==> src/rtl/rst_code_decoder.sv <==
// rst_code_decoder: receiver for the serial reset-code line from the sync board.
// Finds 4-bit frame alignment, qualifies lock and converts ACTIVE codes into a
// stretched synchronous reset pulse.
// Optional feature macro: RST_DECODER_ERR_COUNT_EN (builds the err_count counter).
module rst_code_decoder #(
    parameter int unsigned LOCK_COUNT   = 8,
    parameter int unsigned UNLOCK_COUNT = 4,
    parameter int unsigned RST_HOLD     = 16
) (
    input  logic        clk,
    input  logic        rst,
    input  logic        rst_line,
    output logic        locked,
    output logic        sync_rst,
    output logic        frame_strobe,
    output logic [15:0] err_count
);

    localparam int unsigned GOOD_W = $clog2(LOCK_COUNT + 1);
    localparam int unsigned BAD_W  = $clog2(UNLOCK_COUNT + 1);
    localparam int unsigned HOLD_W = $clog2(RST_HOLD + 1);

    localparam logic [3:0] CODE_IDLE   = 4'b1010;
    localparam logic [3:0] CODE_ACTIVE = 4'b1100;
    localparam logic [3:0] CODE_SLIP   = 4'b1011;

    typedef enum logic [1:0] {
        HUNT,
        CHECK,
        LOCKED
    } state_t;

    state_t              state, state_d;
    logic [3:0]          s, s_d;
    logic [1:0]          ph, ph_d;
    logic [GOOD_W-1:0]   good, good_d;
    logic [BAD_W-1:0]    bad, bad_d;
    logic [HOLD_W-1:0]   hold, hold_d;
    logic                pending, pending_d;
    logic                strobe_d;
    logic                count_err;
    logic                boundary;
    logic                realign;
    logic                w_valid;

    // Next-state: alignment search, lock qualification, ACTIVE/slip handling
    always_comb begin
        state_d   = state;
        s_d       = {s[2:0], rst_line};
        ph_d      = ph + 2'd1;
        good_d    = good;
        bad_d     = bad;
        hold_d    = (hold != '0) ? hold - HOLD_W'(1) : hold;
        pending_d = pending;
        count_err = 1'b0;
        realign   = 1'b0;
        boundary  = (ph == 2'd3);
        w_valid   = (s == CODE_IDLE) || (s == CODE_ACTIVE);

        case (state)
            HUNT: begin
                bad_d     = '0;
                pending_d = 1'b0;
                if (w_valid) begin
                    ph_d    = 2'd0;
                    good_d  = GOOD_W'(1);
                    state_d = CHECK;
                end
            end
            CHECK: begin
                bad_d = '0;
                if (boundary) begin
                    if (w_valid) begin
                        good_d = good + GOOD_W'(1);
                        if (good == GOOD_W'(LOCK_COUNT - 1)) begin
                            state_d = LOCKED;
                        end
                    end else begin
                        state_d = HUNT;
                    end
                end
            end
            LOCKED: begin
                if (s == CODE_ACTIVE) begin
                    realign   = 1'b1;
                    ph_d      = 2'd0;
                    bad_d     = '0;
                    pending_d = 1'b0;
                    hold_d    = HOLD_W'(RST_HOLD);
                end else if (pending && (ph == 2'd1)) begin
                    pending_d = 1'b0;
                    count_err = 1'b1;
                end else if (boundary) begin
                    if (s == CODE_IDLE) begin
                        bad_d = '0;
                    end else if (s == CODE_SLIP) begin
                        pending_d = 1'b1;
                    end else begin
                        count_err = 1'b1;
                    end
                end
                if (count_err) begin
                    if (bad == BAD_W'(UNLOCK_COUNT - 1)) begin
                        state_d   = HUNT;
                        bad_d     = '0;
                        pending_d = 1'b0;
                    end else begin
                        bad_d = bad + BAD_W'(1);
                    end
                end
            end
            default: begin
                state_d = HUNT;
            end
        endcase

        strobe_d = (state_d == LOCKED) && (boundary || realign);
    end

    // State and registered outputs
    always_ff @(posedge clk) begin
        if (rst) begin
            state        <= HUNT;
            s            <= '0;
            ph           <= '0;
            good         <= '0;
            bad          <= '0;
            hold         <= '0;
            pending      <= 1'b0;
            locked       <= 1'b0;
            sync_rst     <= 1'b0;
            frame_strobe <= 1'b0;
        end else begin
            state        <= state_d;
            s            <= s_d;
            ph           <= ph_d;
            good         <= good_d;
            bad          <= bad_d;
            hold         <= hold_d;
            pending      <= pending_d;
            locked       <= (state_d == LOCKED);
            sync_rst     <= (hold_d != '0);
            frame_strobe <= strobe_d;
        end
    end

`ifdef RST_DECODER_ERR_COUNT_EN
    logic [15:0] err_q;

    // Saturating count of invalid codes seen while locked
    always_ff @(posedge clk) begin
        if (rst) begin
            err_q <= '0;
        end else if (count_err && (err_q != 16'hFFFF)) begin
            err_q <= err_q + 16'd1;
        end
    end

    assign err_count = err_q;
`else
    assign err_count = '0;
`endif

endmodule

==> config.mk <==
export PLATFORM = sky130hd
export DESIGN_NAME = rst_code_decoder
export DESIGN_NICKNAME = d
export VERILOG_FILES = /design/src/rtl/rst_code_decoder.sv
export SDC_FILE = /design/constraint.sdc
export NUM_CORES = 1
export LEC_CHECK = 0
export ABC_AREA = 0
export BUFFER_PORTS_ARGS = -buffer_cell sky130_fd_sc_hd__buf_4
export CORE_ASPECT_RATIO = 1.4
export CORE_UTILIZATION = 30
export DETAILED_ROUTE_END_ITERATION = 12
export PLACE_DENSITY_LB_ADDON = 0.08
export SETUP_SLACK_MARGIN = 0.4
export SLEW_MARGIN = 20
export SYNTH_ARGS = -nofsm -noshare
export SYNTH_HDL_FRONTEND = slang
export SYNTH_SLANG_ARGS = --single-unit
==> constraint.sdc <==
create_clock -name clk -period 3.8 [get_ports clk]
set_input_delay 0.19 -clock clk [delete_from_list [all_inputs] [get_ports clk]]
set_output_delay 0.19 -clock clk [all_outputs]
set_load 0.02 [all_outputs]
==> results of run 1 <==
cells by family after synthesis:
group / count (synthesis) / share of synthesized area, %
AND/OR/NAND/NOR: 60 / 26.5
AO/OA/AOI/OAI: 29 / 15.0
buffers and inverters: 29 / 13.3
flip-flops: 24 / 37.6
adder cells (fa/ha/maj): 6 / 5.88
XOR/XNOR: 2 / 1.37
other: 1 / 0.294
final cells by class:
class | count | area [µm²]
fill | 433 | 2680
multi-input combinational | 113 | 683
sequential | 24 | 480
clock buffer | 4 | 55.1
timing repair buffer | 5 | 37.5
inverter | 8 | 30.0
tap | 43 | 53.8
power by group:
part	internal (mW)	switching, mW	total, mW
sequential	0.286	0.0334	0.319
clock	0.0927	0.0859	0.179
combinational	0.0915	0.122	0.214
total	0.470	0.242	0.711
worst paths after layout:
check,endpoint,from,slack (ns),cells after the start
hold reg to reg,bad[2],bad[2],0.45,2
hold / removal,s[0],rst_line,0.12,2
setup reg to reg,frame_strobe,s[0],2.06,4
setup / recovery,frame_strobe,s[0],2.06,4
flip-flops by register name, indices dropped and copies added (netlist names):
| name | flops |
|---|---|
| ph | 2 |
| sync_rst | 1 |
| hold | 5 |
| pending | 1 |
| bad | 3 |
| s | 4 |
| state | 2 |
| locked | 1 |
| frame_strobe | 1 |
| good | 4 |
per-layer routing:
layer,up-vias,global-route usage (%),wire length (µm)
met5,-,0,0
met4,0,5.12,43
met3,5,2.12,66
met2,14,21.2,1290
met1,453,14.1,1160
li1,502,-,-
layout by cell type, fill, tap and decap left out, drive strengths merged, types with 5 or more instances in the layout:
cell type,count
nand2,11
inv,7
nor2,9
ha,6
dfxtp,24
conb,16
buf,5
nor3,5
nor2b,9
a21oi,11
==> flow_metrics.py, run 1 <==
metrics = {
    "outcome": {
        "outcome": "complete, no violations",
    },
    "die": {
        "ios": 22,
        "die_w_um": 57.2,
        "start_util_pct": 31.8,
        "core_mm2": 0.00402,
        "die_area_mm2": 0.00453,
        "rows": 27,
        "die_y_um": 79.2,
    },
    "finish": {
        "antenna_cells": 0,
        "finalInstanceArea_mm2": 0.00134,
        "layout.cells.non_filler": 197,
        "utilization_pct": 33.3,
        "drive_above_1_share_pct": 7.79,
        "nNetsFinal": 164,
        "area_delta_synth_final_pct": 4.90,
    },
    "logic_synthesis": {
        "yosysMostFrequentCell": "dfxtp_1",
        "syn_inst": 151,
        "synth_top_cell_by_area": "dfxtp_1",
        "synth_seq_cells": 24,
        "synth.distinct_cells": 43,
        "yosys-top-cells-area": "dfxtp_1 (38%), buf_4 (9.4%), ha_1 (5.9%)",
        "synth_top_area_share_pct": 37.6,
        "syn_area_per_cell_um2": 8.46,
        "synth_edf_count": 0,
        "synth_common_cells": "dfxtp_1 (24), buf_4 (16), nand2_1 (11)",
        "synthArstFlopShare_pct": 0,
        "synth_ff_type": "dfxtp_1",
        "ys_seq_area_share_pct": 37.6,
        "ys_warn_count": 0,
        "syn_area_mm2": 0.00128,
    },
    "placement": {
        "dp_hpwl_mm": 1.98,
        "globalplace.congestion": 0.707,
        "pre_cts_ws_ns": 2.06,
        "postPlaceCellArea_mm2": 0.00128,
        "place_inst": 193,
        "port_buffers": 5,
    },
    "run": {
        "max-cap-violations": 0,
    },
    "global_routing": {
        "overflow": 0,
        "antenna_found_initial": 0,
        "grt_pass1_wl_mm": 4.15,
        "grt_pass1_vias": 883,
        "grt_start_max_net_pins": 16,
        "grtUsageTotal_pct": 12.0,
    },
    "setup_path": {
        "cpMaxStageDelayCell": "or4_4",
        "cp_top_family": "simple AND/OR/NAND/NOR gates",
        "cp.required_ns": 4.02,
        "worstPathCellList": "nand2b_1 -> or3_1 -> or4_4 -> a21oi_2",
        "crit_arrival_ns": 1.96,
        "crit_fanout": 8,
        "cp.buffers_inverters": 0,
        "start_kind": "flop",
        "critical_path_class": "flop to flop",
        "setup.worst_path.end_class": "flop",
        "cpPeakStageDelay_ns": 0.54,
    },
    "detailed_routing": {
        "routed_wl_mm": 2.56,
        "wl_per_cell_um": 13.0,
        "vias_per_cell": 4.94,
        "num_vias": 974,
        "ant_nets": 0,
        "drc": 0,
        "drt_iter0_drc": 24,
        "drt_first_pass_iters": 4,
    },
    "timing": {
        "worst_slack_ns": 2.06,
        "period_minus_slack_ns": 1.74,
        "hold_viol": 0,
        "setup_viol": 0,
        "post-route-period-util_pct": 45.9,
        "rsz0062_at_grt": "false",
        "slew_viol_final": 0,
        "finalSetupTns_ns": 0,
        "relSlewSlack_pct": 54.3,
        "finalClockSkew_ns": 0.00177,
        "worst_slew_pin_slew_ns": 0.676,
        "max_freq_ghz": 0.574,
        "holdWs_ns": 0.123,
    },
    "power_and_ir_drop": {
        "p_total_uw": 711,
        "power.density_mw_per_mm2": 531,
        "p_leak_nw": 0.535,
        "irDropWorstVdd_uv": 280,
    },
    "clock_network": {
        "cts_resized": 0,
        "clock-root-buffer": "clkbuf_8",
        "htreeDepth": 1,
        "clk_path_buf_depth": 2,
        "clock_sinks": 24,
        "insertion_delay_ns": 0.27,
        "clk_pin_slew_worst_paths_ns": 0.09,
        "cts_tree": "built",
        "cts_setup_buffers": 0,
        "cts_buffers": 3,
        "holdBufCountCts": 0,
    },
    "min_path": {
        "hold_class": "input pin to flop",
    },
}
Power figures use the tool's default switching activity.
==> run 2: changes to the inputs <==
==> constraint.sdc (replaced) <==
create_clock -name clk -period 1.6 [get_ports clk]
set_input_delay 0.08 -clock clk [delete_from_list [all_inputs] [get_ports clk]]
set_output_delay 0.08 -clock clk [all_outputs]
set_load 0.02 [all_outputs]
==> flow_metrics.py, run 2 (synthesis results as in run 1) <==
metrics = {
    "outcome": {
        "outcome": "complete, but fails checks",
        "violations": "design-rule violations",
    },
    "detailed_routing": {
        "vias_per_cell": 4.95,
        "routed_wl_mm": 2.88,
        "wl_per_cell_um": 13.5,
        "drt_first_pass_iters": 8,
        "num_vias": 1060,
        "drc": 4,
        "drt_iter0_drc": 23,
        "ant_nets": 0,
    },
    "power_and_ir_drop": {
        "p_total_mw": 2.05,
        "irDropWorstVdd_uv": 708,
        "p_leak_nw": 0.658,
        "power.density_mw_per_mm2": 1200,
    },
    "clock_network": {
        "htreeDepth": 1,
        "insertion_delay_ns": 0.26,
        "holdBufCountCts": 0,
        "clock_sinks": 24,
        "cts_tree": "built",
        "cts_buffers": 3,
        "clk_path_buf_depth": 2,
        "clk_pin_slew_worst_paths_ns": 0.08,
        "clock-root-buffer": "clkbuf_8",
    },
    "timing": {
        "hold_viol": 0,
        "rsz0062_at_grt": "true",
        "setup_viol": 0,
        "slew_viol_final": 0,
        "finalSetupTns_ns": 0,
        "period_minus_slack_ns": 1.49,
        "post-route-period-util_pct": 93.3,
        "holdWs_ns": 0.0215,
        "finalClockSkew_ns": 0.00154,
        "max_freq_ghz": 0.670,
    },
    "setup_path": {
        "worstPathCellList": "nand2b_4 -> or3_4 -> or4_4 -> a21oi_2",
        "cp.required_ns": 1.81,
        "reg2reg_depth": 4,
        "cp_top_family": "simple AND/OR/NAND/NOR gates",
        "reg2reg_slack_ns": 0.11,
        "cpMaxStageDelayCell": "or4_4",
        "crit_arrival_ns": 1.70,
        "critical_path_class": "flop to flop",
        "cpPeakStageDelay_ns": 0.45,
        "start_kind": "flop",
        "setup.worst_path.end_class": "flop",
        "crit_fanout": 5,
        "cp.buffers_inverters": 0,
        "rr_endpoint": "frame_strobe",
        "r2r-start": "s[0]",
    },
    "min_path": {
        "hold_start": "rst_line",
        "hold_class": "input pin to flop",
        "holdPathStages": 2,
        "whs_endpoint": "s[0]",
    },
    "global_routing": {
        "antenna_found_initial": 0,
        "grtUsageMet3_pct": 1.95,
        "overflow": 0,
        "grt.met1_usage_pct": 15.4,
        "grtUsageTotal_pct": 13.9,
        "grt_start_max_net_pins": 16,
        "grt_pass1_vias": 1110,
        "grt_use_met2_pct": 26.6,
        "busiest_layer": "met2",
        "grt_pass1_wl_mm": 4.99,
    },
    "die": {
        "core_mm2": 0.00402,
        "ios": 22,
        "start_util_pct": 31.8,
        "die_area_mm2": 0.00453,
        "die_w_um": 57.2,
        "rows": 27,
        "die_y_um": 79.2,
    },
    "placement": {
        "globalplace.congestion": 0.756,
        "place_inst": 202,
        "port_buffers": 5,
        "dp_hpwl_mm": 2.08,
    },
    "finish": {
        "mostFrequentLayoutCell": "buf_4",
        "drive_above_1_share_pct": 42.1,
        "largest_reg_flops": 5,
        "area_delta_synth_final_pct": 33.5,
        "final_cell_mix": "buf_4 (19), conb_1 (16), dfxtp_1 (12)",
        "utilization_pct": 42.4,
        "reg_top3": "hold (5), good (4), s (4)",
        "antenna_cells": 0,
        "top_register": "hold",
        "nNetsFinal": 181,
        "layout.cells.non_filler": 214,
    },
    "run": {
        "max-cap-violations": 0,
    },
}
==> run 2: changes by cell type in the layout (fill, tap and decap cells not counted), moves of 4 or more <==
cell     before  now
ha_4          0    4
dfxtp_1      24   12
dfxtp_2       0   10
a21oi_1      10    5
a21oi_2       1    6
buf_4         5   19
ha_1          6    2
==> run 2: metal layers <==
| layer | routed length (µm) | up-vias |
|---|---|---|
| met5 | 0 | - |
| met4 | 19 | 0 |
| met3 | 46 | 2 |
| met2 | 1640 | 8 |
| met1 | 1170 | 515 |
| li1 | - | 535 |
==> run 2: final cells by class <==
type	count	area [µm²]
clock buffers	4	55.1
fillers	416	2310
inverters	8	30.0
multi-input cells	113	890
flip-flops and latches	24	500
well taps	43	53.8
repair buffers	22	176
==> run 2: worst reg2reg max path: cells and delay by family, from the launching register on <==
| kind | cells | cell delay (ns) |
|---|---|---|
| and+or+nand+nor | 3 | 0.97 |
| DFF | 1 | 0.33 |
| AOI/OAI and AO/OA | 1 | 0.14 |
==> run 2: where the power goes <==
part | leakage (nW) | internal [mW] | switching [mW]
sequential | 0.201 | 0.682 | 0.0737
combinational | 0.428 | 0.452 | 0.438
clock | 0.0288 | 0.219 | 0.189
==> run 2: through the flow <==
| stage | setup WS, ns | area, µm² |
|---|---|---|
| after floorplan | 0.0121 | 1410 |
| after global placement | 0.0223 | 1400 |
| after detailed placement | 0.00744 | 1400 |
| after CTS | 0.0996 | 1630 |
| after global routing | 0.0579 | 1710 |
| final | 0.107 | 1710 |
==> run 2: what timing repair did <==
| item | 4_1_cts | 5_1_grt |
|---|---|---|
| endpoints found under the setup margin | 20 | 20 |
| gates resized for setup | 28 | 15 |
| pin swaps | 17 | 6 |
| setup buffers | 6 | 2 |
==> run 2: how the worst max path moves through the flow <==
stage,start,end,depth (start not counted),slack (ns)
after floorplan,s[1],frame_strobe,5,0.01
after global placement,s[0],ph[0],6,0.02
after CTS,s[0],frame_strobe,4,0.1
after global routing,s[0],frame_strobe,4,0.06
after detailed placement,s[2],frame_strobe,4,0.007
final,s[0],frame_strobe,4,0.11
==> run 3: changes to the inputs <==
--- a/config.mk
+++ b/config.mk
@@ -6,6 +6,7 @@
 export NUM_CORES = 1
 export LEC_CHECK = 0
 export ABC_AREA = 0
+export ABC_CLOCK_PERIOD_IN_PS = 1700
 export BUFFER_PORTS_ARGS = -buffer_cell sky130_fd_sc_hd__buf_4
 export CORE_ASPECT_RATIO = 1.4
 export CORE_UTILIZATION = 30
==> constraint.sdc (replaced) <==
create_clock -name clk -period 1.7 [get_ports clk]
set_input_delay 0.085 -clock clk [delete_from_list [all_inputs] [get_ports clk]]
set_output_delay 0.085 -clock clk [all_outputs]
set_load 0.02 [all_outputs]
==> flow_metrics.py, run 3 (synthesis results as in run 1) <==
metrics = {
    "finish": {
        "final_cell_mix": "buf_4 (19), dfxtp_1 (18), conb_1 (16)",
        "reg_top3": "hold (5), good (4), s (4)",
        "area_delta_synth_final_pct": 30.0,
        "layout.cells.non_filler": 212,
        "drive_above_1_share_pct": 37.3,
        "mostFrequentLayoutCell": "buf_4",
        "nNetsFinal": 180,
        "antenna_cells": 0,
        "top_register": "hold",
        "largest_reg_flops": 5,
    },
    "outcome": {
        "outcome": "complete, but fails checks",
        "violations": "design-rule violations",
    },
    "clock_network": {
        "insertion_delay_ns": 0.27,
        "cts_tree": "built",
        "clk_pin_slew_worst_paths_ns": 0.09,
        "clock-root-buffer": "clkbuf_8",
        "cts_buffers": 3,
        "clk_path_buf_depth": 2,
        "htreeDepth": 1,
        "holdBufCountCts": 0,
        "clock_sinks": 24,
    },
    "global_routing": {
        "antenna_found_initial": 0,
        "grtUsageTotal_pct": 13.3,
        "overflow": 0,
        "grt_pass1_vias": 1057,
        "grt_start_max_net_pins": 16,
        "grt_pass1_wl_mm": 4.64,
    },
    "setup_path": {
        "start_kind": "flop",
        "setup.worst_path.end_class": "flop",
        "cp.required_ns": 1.92,
        "crit_arrival_ns": 1.76,
        "crit_fanout": 5,
        "critical_path_class": "flop to flop",
    },
    "die": {
        "rows": 27,
        "ios": 22,
        "die_area_mm2": 0.00453,
        "start_util_pct": 31.8,
        "die_y_um": 79.2,
        "die_w_um": 57.2,
        "core_mm2": 0.00402,
    },
    "placement": {
        "globalplace.congestion": 0.719,
        "port_buffers": 5,
        "dp_hpwl_mm": 1.98,
        "place_inst": 199,
    },
    "detailed_routing": {
        "vias_per_cell": 5.01,
        "num_vias": 1063,
        "drt_iter0_drc": 18,
        "ant_nets": 0,
        "wl_per_cell_um": 14.1,
        "routed_wl_mm": 2.99,
        "drc": 2,
        "drt_first_pass_iters": 8,
    },
    "timing": {
        "post-route-period-util_pct": 90.7,
        "finalSetupTns_ns": 0,
        "holdWs_ns": 0.0155,
        "setup_viol": 0,
        "rsz0062_at_grt": "true",
        "slew_viol_final": 0,
        "finalClockSkew_ns": 0.000973,
        "period_minus_slack_ns": 1.54,
        "hold_viol": 0,
        "max_freq_ghz": 0.648,
    },
    "run": {
        "max-cap-violations": 0,
    },
    "power_and_ir_drop": {
        "p_leak_nw": 0.647,
        "power.density_mw_per_mm2": 1230,
        "irDropWorstVdd_uv": 756,
    },
    "min_path": {
        "hold_class": "input pin to flop",
    },
}
[run 3: timing repair]
action	in CTS	in global routing
pin swaps	12	6
gates resized for setup	16	19
endpoints found under the setup margin	17	19
setup buffers	10	0
[run 3: where the power goes]
| group | switching (mW) | total, mW | internal [mW] |
|---|---|---|---|
| clock network | 0.196 | 0.356 | 0.159 |
| logic | 0.458 | 0.967 | 0.509 |
| registers | 0.0776 | 0.726 | 0.648 |
[run 3: layout make-up]
cell class                      count  area, µm²
Fill cell                         418       2360
Multi-Input combinational cell    113        877
Sequential cell                    24        490
Timing Repair Buffer               21        165
Tap cell                           43       53.8
Clock buffer                        3       41.3
Inverter                            8       32.5
[run 3: final timing paths]
check        cells after the start  slack (ns)  startpoint            to
max                              4        0.16        s[2]  frame_strobe
min                              2        0.02    rst_line          s[0]
max reg2reg                      4        0.16        s[2]  frame_strobe
min reg2reg                      2        0.45      bad[2]        bad[2]
[run 3: metal layers]
layer	up-vias	global-route usage [%]	part of all wire (%)
met5	-	0	0
met4	0	9.27	4.4
met3	11	2.61	3.1
met2	15	24.5	53
met1	504	13.2	39
li1	533	-	-
[run 3: through the flow]
| stage | util [%] | cell area [µm²] | power [mW] | worst slack (ns) |
|---|---|---|---|---|
| 2_1_floorplan | - | 1400 | 1.25 | 0.112 |
| 3_3_place_gp | 34.0 | 1370 | 1.31 | 0.115 |
| 3_5_place_dp | 34.0 | 1370 | 1.31 | 0.0970 |
| 4_1_cts | 38.9 | 1570 | 1.94 | 0.176 |
| 5_1_grt | 41.3 | 1660 | 2.16 | 0.104 |
| 6_report | 41.3 | 1660 | 2.05 | 0.158 |
[run 3: critical path, cell delays in order, from the launching register on]
cell	delay (ns)
dfxtp_2	0.35
xnor2_2	0.15
or3_4	0.41
or4_4	0.45
a21oi_2	0.13
